`config.mk`:
```
export PLATFORM = sky130hd
export DESIGN_NAME = pmod_als_emulator
export DESIGN_NICKNAME = d
export VERILOG_FILES = /design/src/rtl/pmod_als_pkg.sv /design/src/rtl/pmod_als_emulator_sync_edge.sv /design/src/rtl/pmod_als_emulator.sv
export SDC_FILE = /design/constraint.sdc
export NUM_CORES = 1
export LEC_CHECK = 0
export ABC_CLOCK_PERIOD_IN_PS = 3350
export CORE_ASPECT_RATIO = 1.1
export CORE_MARGIN = 10
export CORE_UTILIZATION = 60
export DETAILED_ROUTE_END_ITERATION = 10
export PLACE_DENSITY = 0.93
export SLEW_MARGIN = 0
export SYNTH_ARGS = -nofsm -noshare
export SYNTH_HDL_FRONTEND = slang
export SYNTH_SLANG_ARGS = --single-unit
```
`constraint.sdc`:
```
create_clock -name clk -period 3.35 [get_ports clk]
set_input_delay 0.5025 -clock clk [delete_from_list [all_inputs] [get_ports clk]]
set_output_delay 0.5025 -clock clk [all_outputs]
set_load 0.05 [all_outputs]
```
`src/rtl/pmod_als_pkg.sv`:
```
// Shared types and constants for the PmodALS emulator.
package pmod_als_pkg;

  localparam int FRAME_BITS_DEFAULT = 16;
  localparam int LEAD_ZEROS         = 3;
  localparam int TRAIL_ZEROS        = 5;
  localparam int SAMPLE_W           = 8;
  localparam int WORD_W             = LEAD_ZEROS + SAMPLE_W + TRAIL_ZEROS;
  localparam int CNT_W              = 5;

  typedef enum logic [1:0] {
    ST_IDLE  = 2'd0,
    ST_SHIFT = 2'd1,
    ST_HOLD  = 2'd2
  } als_state_e;

  // Builds the outgoing word: leading zeros, sample MSB first, trailing zeros.
  function automatic logic [WORD_W-1:0] frame_word(input logic [SAMPLE_W-1:0] sample);
    return {{LEAD_ZEROS{1'b0}}, sample, {TRAIL_ZEROS{1'b0}}};
  endfunction

endpackage

```
`src/rtl/pmod_als_emulator_sync_edge.sv`:
```
// Multi-flop synchronizer for an asynchronous, idle-high input, followed by
// one edge-detect register that yields single-cycle rise/fall pulses.
module sync_edge #(
  parameter int SYNC_STAGES = 2
) (
  input  logic clk,
  input  logic rst_n,
  input  logic din,
  output logic rise,
  output logic fall
);

  // Edges are suppressed until the chain has been refilled with real input
  // after reset, so a line that was already low is not mistaken for a fall.
  localparam int FILL_MAX = SYNC_STAGES + 1;
  localparam int FILL_W   = $clog2(FILL_MAX + 1);

  logic [SYNC_STAGES-1:0] stage_q;
  logic [SYNC_STAGES-1:0] stage_d;
  logic                   prev_q;
  logic [FILL_W-1:0]      fill_q;
  logic                   settled;

  genvar gi;
  generate
    for (gi = 0; gi < SYNC_STAGES; gi++) begin : g_stage
      if (gi == 0) begin : g_first
        assign stage_d[gi] = din;
      end else begin : g_next
        assign stage_d[gi] = stage_q[gi-1];
      end
    end
  endgenerate

  assign settled = (fill_q == FILL_W'(FILL_MAX));
  assign rise    = settled &  stage_q[SYNC_STAGES-1] & ~prev_q;
  assign fall    = settled & ~stage_q[SYNC_STAGES-1] &  prev_q;

  // Synchronizer chain, edge-detect register and post-reset settle counter.
  always_ff @(posedge clk) begin
    if (!rst_n) begin
      stage_q <= '1;
      prev_q  <= 1'b1;
      fill_q  <= '0;
    end else begin
      stage_q <= stage_d;
      prev_q  <= stage_q[SYNC_STAGES-1];
      if (!settled) begin
        fill_q <= fill_q + FILL_W'(1);
      end
    end
  end

endmodule

```
`src/rtl/pmod_als_emulator.sv`:
```
// Emulates the PmodALS SPI light sensor: on chip-select fall the light sample
// is latched into a 16-bit word and shifted out MSB first on SCLK falls.
module pmod_als_emulator
  import pmod_als_pkg::*;
#(
  parameter int SYNC_STAGES = 2,
  parameter int FRAME_BITS  = FRAME_BITS_DEFAULT
) (
  input  logic                clk,
  input  logic                rst_n,
  input  logic                scl,
  input  logic                cs,
  input  logic [SAMPLE_W-1:0] light,
  output logic                sdo,
  output logic                sdo_en,
  output logic                busy,
  output logic                frame_done,
  output logic                frame_err
);

  logic scl_rise, scl_fall;
  logic cs_rise, cs_fall;

  sync_edge #(.SYNC_STAGES(SYNC_STAGES)) u_scl_sync (
    .clk  (clk),
    .rst_n(rst_n),
    .din  (scl),
    .rise (scl_rise),
    .fall (scl_fall)
  );

  sync_edge #(.SYNC_STAGES(SYNC_STAGES)) u_cs_sync (
    .clk  (clk),
    .rst_n(rst_n),
    .din  (cs),
    .rise (cs_rise),
    .fall (cs_fall)
  );

  als_state_e        state_q;
  logic [WORD_W-1:0] word_q;
  logic [CNT_W-1:0]  cnt_q;
  logic [CNT_W-1:0]  cnt_d;
  logic              sdo_en_q;
  logic              busy_q;
  logic              done_q;
  logic              err_q;
  logic [WORD_W-1:0] latch_word;

  assign latch_word = frame_word(light);

  // Saturating rising-edge counter value for this cycle.
  assign cnt_d = (cnt_q == CNT_W'(FRAME_BITS)) ? cnt_q : cnt_q + CNT_W'(1);

  // The word MSB is the sdo line; the word is cleared whenever not shifting,
  // which keeps sdo low outside SHIFT without a separate output register.
  assign sdo        = word_q[WORD_W-1];
  assign sdo_en     = sdo_en_q;
  assign busy       = busy_q;
  assign frame_done = done_q;
  assign frame_err  = err_q;

  // Frame FSM: latch on cs fall, shift on scl falls, count scl rises.
  always_ff @(posedge clk) begin
    if (!rst_n) begin
      state_q  <= ST_IDLE;
      word_q   <= '0;
      cnt_q    <= '0;
      sdo_en_q <= 1'b0;
      busy_q   <= 1'b0;
      done_q   <= 1'b0;
      err_q    <= 1'b0;
    end else begin
      done_q <= 1'b0;
      err_q  <= 1'b0;
      case (state_q)
        ST_IDLE: begin
          word_q <= '0;
          // Any scl edge coincident with the cs fall is deliberately dropped.
          if (cs_fall) begin
            word_q   <= latch_word;
            cnt_q    <= '0;
            state_q  <= ST_SHIFT;
            sdo_en_q <= 1'b1;
            busy_q   <= 1'b1;
          end
        end
        ST_SHIFT: begin
          if (cs_rise) begin
            err_q    <= (cnt_q < CNT_W'(FRAME_BITS));
            word_q   <= '0;
            state_q  <= ST_IDLE;
            sdo_en_q <= 1'b0;
            busy_q   <= 1'b0;
          end else if (scl_rise) begin
            cnt_q <= cnt_d;
            if (cnt_d == CNT_W'(FRAME_BITS)) begin
              done_q  <= 1'b1;
              word_q  <= '0;
              state_q <= ST_HOLD;
              busy_q  <= 1'b0;
            end
          end else if (scl_fall && (cnt_q != '0)) begin
            // The first fall after cs is the idle-high lead-in; the MSB is
            // already on the line for the master's first rising-edge sample.
            word_q <= {word_q[WORD_W-2:0], 1'b0};
          end
        end
        ST_HOLD: begin
          word_q <= '0;
          if (cs_rise) begin
            state_q  <= ST_IDLE;
            sdo_en_q <= 1'b0;
          end
        end
        default: begin
          state_q  <= ST_IDLE;
          word_q   <= '0;
          sdo_en_q <= 1'b0;
          busy_q   <= 1'b0;
        end
      endcase
    end
  end

endmodule

```
==> impl_results.md <==
- Global-route wire length before repair: 6.18 mm
- Post-CTS Resized: 0
- DRT iter0 DRCs: 87
- Post-Synthesis Cells: 182
- CTS tree: built
- Internal power: 646 uW
- Max-capacitance violation count: 0
- Mapped Area: 1710 sq um
- Main flop type after synthesis: dfxtp_1
- Clock Power Share: 0.231
- I/O Pins: 17
- Hold Slack: 0.418 ns
- Core area: 2750 sq um
- WL final: 3.41 mm
- DR vias/cell: 5.92
- Worst slew pin tran: 0.662 ns
- Clock tree root buffer cell: clkbuf_4
- Clk_lat worst skew: 0.33 ns
- Max_slew headroom: 0.559
- Max Freq: 427 MHz
- FFs w/ async S/R, synth: 0
- Gate power share: 0.309
- Syn Area/Cell: 9.37 sq um
- Cell Rows: 20
- Crit path DAT: 2.60 ns
- Cell Chain, Critical Path: inv_1 > ha_1 > nand2b_4 > nor3_2 > o31ai_4 > nand2b_1 > mux2i_1
- CP delay by family, top: simple AND/OR/NAND/NOR gates
- Num CTS Buffers: 5
- Startpoint Class: flop
- Antenna Violating Nets Remaining: 0
- Syn nets: 201
- Post-synth top area share: 0.376
- P&R area growth vs syn: 9.83%
- CP Max Fanout: 11
- Height of the chip: 75.9 microns
- WHS Path Cells: 1
- Util after Layout: 0.680
- Post-DP HPWL: 2.51 mm
- Crit path max-delay cell type: nand2b_1
- Area contributors post-synth: dfxtp_1 38%, a211oi_2 5.1%, ha_1 5.1%
- Crit. End Element: flop
- Most frequent cell after synthesis: dfxtp_1
- Final Wtd Congestion: 0.821
- Routed vias: 1349
- Number of flops mapped to enable cells by yosys: 0
- Starting Density: 0.620
- Final Slew Violations: 0
- CP bufs+invs: 1
- FILL cells: 225
- Die Wd: 70.8 microns
- Flip-flop and latch count after synthesis: 32
- Pwr dens: 533 nW/um^2
- Number of port buffers: 16
- Wire per inst: 15.0 microns
- Register share of total power: 0.459
- Grt total ovfl: 0
- Cts hold-fix bufs: 0
- Commonest cells post-synth: 32 x dfxtp_1, 14 x nand2_1, 13 x a21oi_1, 13 x nor2_1, 10 x nand2b_1
- Setup TNS: 0 ns
- Slowest stage delay, CP: 0.57 ns
- Sw power: 352 uW
- Bufs on Longest Clock Path: 2
- Drt pass-1 iters: 4
- Synth Warn #: 0
- Remaining DRCs: 0
- Worst Skew: 0.0142 ns
- Leakage power: 0.733 nW
- Pin count of the biggest net entering global routing: 26
- H-tree levels: 2
- Setup Buffers After CTS: 0
- Overall routing resource usage: 0.134
- Worst-path clk slew: 0.11 ns
- Fraction of layout cells with a size suffix above 1: 0.128
- Full die area: 5380 sq um
- CTS sink count: 32
- R2R cell count: 7
- Post-synthesis sequential area ratio: 0.376
- Tcrit/Tclk final: 0.699
- Final nets: 213
- Final setup fails: 0
- Worst path depth: 7
- Initial antenna violation count: 0
- Library cells used by synthesis: 39
- WP data required: 3.61 ns
- Vias in the first global route: 1318
- WS Path Type: flop to flop
- Run status: finished, final reports clean
- Hold Fails Final Rpt: 0
- Area leader, netlist: dfxtp_1
- Unrepaired setup endpoints after global routing: false
- Tmin final: 2.34 ns
- Antenna cells: 0
- Switching part of the total: 0.353
- VDD IR-drop max: 0.000486 V
- HP Class: flop to flop
## power groups by stage
stage	clock network, mW	logic (mW)	registers, mW
final	0.231	0.308	0.459
after global routing	0.259	0.342	0.464
after CTS	0.236	0.308	0.458
after detailed placement	0	0.304	0.466
after global placement	0	0.290	0.461
after floorplan	0	0.248	0.474
## sequential cells by signal (all words and copies together), names as in the netlist
register and flops:
busy 1, cnt_q 5, frame_done 1, frame_err 1
sdo_en 1, state_q 2, u_cs_sync.fill_q 2, u_cs_sync.prev_q 1
u_cs_sync.stage_q 2, u_scl_sync.fill_q 2, u_scl_sync.prev_q 1, u_scl_sync.stage_q 2
word_q 11
## placed cells by master, fill, tap and decap left out, types with 2 or more instances in the layout
master and instances:
a211oi_2 7, a21oi_1 13, a22oi_1 7, and3_1 2
clkbuf_4 5, clkdlybuf4s50_1 16, clkinv_2 2, dfxtp_1 32
ha_1 7, inv_1 8, mux2i_1 7, nand2_1 14
nand2b_1 10, nand3_1 7, nand3b_1 4, nor2_1 13
nor3_1 8, nor3_2 2, nor4_1 4, o21ai_0 3
o2bb2ai_1 3, xor2_1 4
## final timing paths
kind,from,to,slack (ns)
worst max-delay path,cnt_q[0],word_q[13],1.01
worst min-delay path,u_cs_sync.stage_q[0],u_cs_sync.stage_q[1],0.42
worst min register to register,u_cs_sync.stage_q[0],u_cs_sync.stage_q[1],0.42
worst max register to register,cnt_q[0],word_q[13],1.01
## final cells by class
cell class | count | area [sq um] | share of cell area
Clock buffer | 6 | 51.3 | 0.0274
Clock inverter | 2 | 10.0 | 0.00534
Inverter | 8 | 30.0 | 0.0160
Multi-Input combinational cell | 130 | 932 | 0.498
Sequential cell | 32 | 641 | 0.342
Tap cell | 33 | 41.3 | 0.0220
Timing Repair Buffer | 17 | 168 | 0.0895
## logic make-up after synthesis
logic type | after synthesis | share of synthesized area
mux | 7 | 0.0411
fa+ha+maj | 7 | 0.0514
simple gates | 68 | 0.215
xor+xnor | 4 | 0.0205
buf+inv | 20 | 0.0778
flops | 32 | 0.376
compound gates | 44 | 0.219
## worst register-to-register path: stages (launching register included)
cell and delay, ns:
dfxtp_1 0.49, inv_1 0.09, ha_1 0.27, nand2b_4 0.12
nor3_2 0.06, o31ai_4 0.41, nand2b_1 0.58, mux2i_1 0.25
## metal layers
layer	GRT usage	vias to the layer above	share of wire	wire, microns
met2	0.217	48	0.50	1720
li1	-	679	-	-
met1	0.157	615	0.41	1410
met3	0.0469	7	0.070	240
met5	0	-	0	0
met4	0.0465	0	0.013	43
## per-stage QoR
| step | worst slack (ns) | area (sq um) | std cells | power (mW) |
|---|---|---|---|---|
| detailed placement | 1.03 | 1810 | 220 | 0.770 |
| global placement | 1.19 | 1810 | 220 | 0.752 |
| finish | 1.01 | 1870 | 228 | 0.998 |
| floorplan | 1.43 | 1710 | 182 | 0.721 |
| global route | 0.845 | 1870 | 228 | 1.06 |
| CTS | 1.01 | 1870 | 228 | 1.00 |
Note: power is estimated with default switching activity, not from simulation.
